`config.mk`:
```
export PLATFORM = sky130hd
export DESIGN_NAME = restoring_divider_flat
export DESIGN_NICKNAME = d
export VERILOG_FILES = /design/src/rtl/restoring_divider_if.sv /design/src/rtl/restoring_divider.sv /design/src/flat_wrapper.sv
export SDC_FILE = /design/constraint.sdc
export NUM_CORES = 1
export LEC_CHECK = 0
export CAP_MARGIN = 15
export CORE_UTILIZATION = 55
export CTS_CLUSTER_SIZE = 30
export DETAILED_ROUTE_END_ITERATION = 10
export PLACE_DENSITY = 0.77
export SETUP_SLACK_MARGIN = 0.05
export SYNTH_ARGS = -nofsm -noshare
export SYNTH_HDL_FRONTEND = slang
export SYNTH_SLANG_ARGS = --single-unit
```
`constraint.sdc`:
```
create_clock -name clk -period 3.2 [get_ports clk]
set_input_delay 0.32 -clock clk [delete_from_list [all_inputs] [get_ports clk]]
set_output_delay 0.32 -clock clk [all_outputs]
set_load 0.02 [all_outputs]
```
`src/rtl/restoring_divider_if.sv`:
```
// Operand/result bus between a divider client (master) and the sequential restoring divider (slave).
interface restoring_divider_if #(parameter int N = 8);
  logic         start;
  logic [N-1:0] data_in;
  logic [N-1:0] data_out;
  logic         done;
  logic         busy;
  logic         div_by_zero;

  modport master (output start, output data_in,
                  input data_out, input done, input busy, input div_by_zero);
  modport slave  (input start, input data_in,
                  output data_out, output done, output busy, output div_by_zero);
endinterface

```
`src/rtl/restoring_divider.sv`:
```
// Sequential N-bit unsigned restoring divider; 3N+5..4N+5 cycles Init1..Exp2 (5 on divide-by-zero).
// No backpressure: start is only sampled in Idle, results are presented for exactly two done cycles.
module restoring_divider #(
  parameter int N = 8
) (
  input  logic                clk,
  input  logic                rst,
  restoring_divider_if.slave  bus
);

  localparam int CW = $clog2(N + 1);

  typedef enum logic [3:0] {
    IDLE    = 4'd0,
    INIT1   = 4'd1,
    INIT2   = 4'd2,
    CHECK   = 4'd3,
    SHIFT   = 4'd4,
    SUB     = 4'd5,
    TEST    = 4'd6,
    RESTORE = 4'd7,
    EXP1    = 4'd8,
    EXP2    = 4'd9
  } state_t;

  state_t        state;
  state_t        nextState;
  logic [N:0]    regA;
  logic [N-1:0]  regQ;
  logic [N-1:0]  regM;
  logic [CW-1:0] cnt;
  logic          dz;
  logic          lastIter;

  assign lastIter = (cnt == CW'(N));

  always_ff @(posedge clk or posedge rst) begin
    if (rst) state <= IDLE;
    else     state <= nextState;
  end

  always_comb begin
    nextState = IDLE;
    case (state)
      IDLE:    nextState = bus.start ? INIT1 : IDLE;
      INIT1:   nextState = INIT2;
      INIT2:   nextState = CHECK;
      CHECK:   nextState = (regM == '0) ? EXP1 : SHIFT;
      SHIFT:   nextState = SUB;
      SUB:     nextState = TEST;
      // A[N] set means the trial subtraction went negative
      TEST:    nextState = regA[N] ? RESTORE : (lastIter ? EXP1 : SHIFT);
      RESTORE: nextState = lastIter ? EXP1 : SHIFT;
      EXP1:    nextState = EXP2;
      EXP2:    nextState = IDLE;
      default: nextState = IDLE;
    endcase
  end

  always_comb begin
    bus.done        = 1'b0;
    bus.busy        = (state != IDLE);
    bus.div_by_zero = 1'b0;
    bus.data_out    = '0;
    if (state == EXP1) begin
      bus.done        = 1'b1;
      bus.div_by_zero = dz;
      bus.data_out    = regQ;
    end else if (state == EXP2) begin
      bus.done        = 1'b1;
      bus.div_by_zero = dz;
      bus.data_out    = regA[N-1:0];
    end
  end

  always_ff @(posedge clk or posedge rst) begin
    if (rst) begin
      regA <= '0;
      regQ <= '0;
      regM <= '0;
      cnt  <= '0;
      dz   <= 1'b0;
    end else begin
      case (state)
        INIT1: begin
          regQ <= bus.data_in;
          regA <= '0;
          cnt  <= '0;
          dz   <= 1'b0;
        end
        INIT2: regM <= bus.data_in;
        // Divide by zero reports quotient all-ones and remainder = dividend
        CHECK: if (regM == '0) begin
          dz   <= 1'b1;
          regA <= {1'b0, regQ};
          regQ <= '1;
        end
        SHIFT: begin
          {regA, regQ} <= {regA[N-1:0], regQ, 1'b0};
          cnt          <= cnt + 1'b1;
        end
        SUB:     regA <= regA - {1'b0, regM};
        TEST:    if (!regA[N]) regQ[0] <= 1'b1;
        RESTORE: regA <= regA + {1'b0, regM};
        default: ;
      endcase
    end
  end

endmodule

```
`src/flat_wrapper.sv`:
```
// flat-port wrapper written by rule: the top's interface ports become plain ports
module restoring_divider_flat 
#(
  parameter int N = 8
)
  (clk, rst, bus_start, bus_data_in, bus_data_out, bus_done, bus_busy, bus_div_by_zero);
  restoring_divider_if #(.N(N)) bus_i ();
  input  logic clk;
  input  logic rst;
  input wire logic [$bits(bus_i.start)-1:0] bus_start;
  input wire logic [$bits(bus_i.data_in)-1:0] bus_data_in;
  output wire logic [$bits(bus_i.data_out)-1:0] bus_data_out;
  output wire logic [$bits(bus_i.done)-1:0] bus_done;
  output wire logic [$bits(bus_i.busy)-1:0] bus_busy;
  output wire logic [$bits(bus_i.div_by_zero)-1:0] bus_div_by_zero;
  assign bus_i.start = bus_start;
  assign bus_i.data_in = bus_data_in;
  assign bus_data_out = bus_i.data_out;
  assign bus_done = bus_i.done;
  assign bus_busy = bus_i.busy;
  assign bus_div_by_zero = bus_i.div_by_zero;
  restoring_divider #(.N(N)) u_core (.clk(clk), .rst(rst), .bus(bus_i));
endmodule
```
==> results.md <==
Timing:
- The max-slew violation total from the final report came to 0.
- The post-layout minimum cycle time is 2820 ps.
- The final clock skew is 4.58 ps.
- Dividing the final minimum period by the clock period gives 88.0%.
- The worst hold margin is 404 ps.
- The number of setup violations in the final report is 0.
- The achievable clock frequency is 0.355 GHz.
- At the pin with the least slew margin, the transition time is 690 ps.
- The hold violation total from the final report is 0.
- Setup total negative slack on the finished layout was measured at 0 ps.
- The worst pin sits at a relative slew slack of 53.8%.
- Setup repair after global routing left no endpoint under its margin.

Clock network:
- The total number of clock tree sinks is 34.
- CTS placed an instance of clkbuf_8 at the clock tree root.
- The clock tree synthesis step divided the H-tree into 2 levels.
- The cts-stage hold buffer count is 0.
- The worst-case clock buffer depth is 2.
- Clock tree synthesis inserted a total of 5 buffers.
- The clock tree from TritonCTS is yes.
- The clock latency reported for the late side of the worst-skew pair is 300 ps.
- The number of post-CTS setup repair buffers is 0.
- The number of resized instances in the post-cts repair step is 0.
- The clock transition at the register clock pins on the worst setup and hold paths after CTS is 80 ps.

Setup path:
- The slack of the worst reg-to-reg path is 380 ps.
- The launch point of the worst reg-to-reg path is u_core.regM[1]$_DFFE_PP0P_.
- The worst endpoint required time is 3380 ps.
- STA classifies the critical path endpoint as a flop.
- The biggest fanout along the worst timing path is 4.
- The critical path ends at u_core.regA[8]$_DFFE_PP0P_.
- Data on the critical path arrives at its endpoint at 3000 ps.
- The element type at the critical path start is a flop.
- The source of the critical timing path is u_core.regM[1]$_DFFE_PP0P_.
- The worst setup path is of the reg2reg kind.
- The number of cells on the worst reg-to-reg path is 11.
- The endpoint identified for the worst register-to-register timing path is u_core.regA[8]$_DFFE_PP0P_.

Detailed routing:
- In this run the remaining antenna-violating nets after routing total 0.
- For this run, design rule violations remaining after detail routing come to 0.
- The topmost layer with routed signal wires is met4.
- The total wire length is 6.30 mm.
- The via-per-instance ratio is 6.31.
- The wire length the detailed router placed on met1 is 2.86 mm.
- The met2 wire length is 2.96 mm.
- The sum of met3 wire segment lengths after detailed routing is 412 µm.
- For this block, the initial DRC count from the detailed router was 278.
- The pre-antenna-repair detailed-routing pass consisted of 4 iterations.
- The via count is 2216.
- Dividing the detail-routed wire length by the instance count gives 18.0 µm.

Finish:
- The post-layout utilization of the core is 66.0%.
- The final antenna diode count is 0.
- Leaving out fill and tap cells, the most frequent cell in the layout is dfrtp_1.
- The final cell area excluding filler cells is 2870 µm².
- The top cell types in the final layout, fill and taps aside, are dfrtp_1 (34), nand2_1 (32), nor2_1 (30).
- At the end of the flow, the number of nets in the layout was 322.
- The layout overhead on the synthesized area is 15.2%.
- In the final layout, the share of cells above drive strength 1 is 12.4%.

Floorplanning:
- The horizontal die dimension is 69.4 µm.
- The floorplan step defined a die boundary enclosing 4810 µm².
- In this run the vertical extent of the chip is 69.4 µm.
- The initial cell density of the core is 57.3%.
- The number of top-level pins is 22.
- The number of rows created at floorplan is 24.
- The floorplan core area is 4350 µm².

Synth:
- The number of instances in the synthesized netlist is 276.
- The count of yosys warnings during synthesis is 0.
- For this run, the register share of the synthesized area comes to 34.1%.
- Of all flip-flops after synthesis, the portion carrying an async set or reset was 100%.
- The number of synthesized flops with an enable pin is 0.
- The average cell area after synthesis is 9.04 µm².
- For this run, the leading register cell type out of synthesis is dfrtp_1.
- In this run the cell area of the synthesized design comes to 2490 µm².
- The post-synth net total is 300.
- The flop and latch count out of synthesis is 34.
- Yosys mapped the design onto 56 distinct sky130hd cell types.

Hold path:
- The min-delay analysis places its worst path in the category in2async.

Power:
- The worst IR drop on VDD is 0.606 mV.
- In this run the static leakage power is 0.00124 µW.
- Power spread over the standard cell area amounts to 1250 nW/µm².

Place:
- The instance area after placement is 2760 µm².
- Routability-driven placement finished with a final weighted congestion of 0.976.
- Port buffering added 21 buffers.
- Once detailed placement completed, the half-perimeter wirelength came to 4.55 mm.

Global route:
- The via count of the first global-routing pass was 2137.
- Entering global routing, the biggest net connects 35 pins.
- The leftover overflow at the end of global routing is 0.
- The overall routing resource usage is 29.1%.
- The first-pass GRT wire length is 10.9 mm.
- The number of antenna violations at the first check in global routing is 0.

Job:
- Max-cap violations in this run came to 0.

Outcome:
- The run finished with clean final reports.
worst max-delay path: stages, from the launching register on:
cell,delay (ps)
dfrtp_1,410
inv_1,110
ha_1,190
or4b_4,520
o22ai_1,210
xnor2_1,90
ha_1,200
or3_1,380
nand2b_1,150
o2bb2ai_1,200
o32a_1,180
nand3_1,70
state kept, by name (all words and copies together) (netlist names):
name / cells
u_core.regM: 8
u_core.cnt: 4
u_core.dz: 1
u_core.state: 4
u_core.regA: 9
u_core.regQ: 8
cell usage after synthesis, drive strengths merged (3+ instances only):
cell type / n / area (µm²)
xor2: 8 / 70.1
a21oi: 15 / 75.1
nor3: 8 / 50.1
nand2b: 3 / 18.8
a32oi: 3 / 33.8
buf: 7 / 36.3
nand2: 32 / 120
o221ai: 3 / 26.3
nand3: 11 / 55.1
inv: 11 / 41.3
mux2i: 8 / 80.1
xnor2: 5 / 43.8
o21ai: 18 / 105
a22o: 3 / 26.3
nor2: 31 / 133
a22oi: 7 / 52.6
ha: 12 / 150
a211oi: 4 / 30.0
a31oi: 3 / 33.8
mux2: 14 / 184
o22ai: 5 / 31.3
clkbuf: 5 / 18.8
dfrtp: 34 / 851
metal layers:
metal  up-vias  track usage (%)
met5         -                0
li1       1061                -
met4         0             7.26
met1      1059             42.1
met3         7             5.96
met2        89             44.7
logic make-up (layout without fill, tap and decap cells):
family          Yosys count  after routing  synth area share [%]
simple gates             94             94                  18.0
flops                    34             34                  34.1
xor+xnor                 13             13                  4.56
fa+ha+maj                13             13                  6.82
mux                      22             22                  10.6
compound gates           77             77                  22.1
buf+inv                  23             46                  3.86
cell type report:
| type | count | area (µm²) |
|---|---|---|
| clock buffer | 5 | 68.8 |
| clock inverter | 3 | 45.0 |
| fill | 388 | 1480 |
| inverter | 11 | 41.3 |
| multi-input combinational | 219 | 1550 |
| sequential | 34 | 851 |
| tap | 52 | 65.1 |
| timing repair buffer | 27 | 255 |
where the power goes:
part	total [µW]	switching, µW	internal [µW]
clock network	412	181	232
registers	909	269	639
logic	2260	1230	1030
stage by stage:
stage | cells | setup slack [ps] | power [µW]
final | 351 | 382 | 3580
after global routing | 351 | 178 | 3900
after CTS | 351 | 394 | 3560
after detailed placement | 343 | 405 | 3130
after global placement | 343 | 477 | 3070
after floorplan | 276 | 366 | 2640
worst min path at each step:
stage | slack [ps] | end | cells after the start
after floorplan | 440 | u_core.regM[0]$_DFFE_PP0P_ | 2
after global placement | 500 | u_core.dz$_DFFE_PP0P_ | 2
after detailed placement | 520 | u_core.dz$_DFFE_PP0P_ | 2
after CTS | 430 | u_core.cnt[3]$_DFFE_PP0P_ | 3
after global routing | 490 | u_core.cnt[0]$_DFFE_PP0P_ | 3
final | 400 | u_core.regQ[0]$_DFFE_PP0P_ | 3
Power figures use the tool's default switching activity.
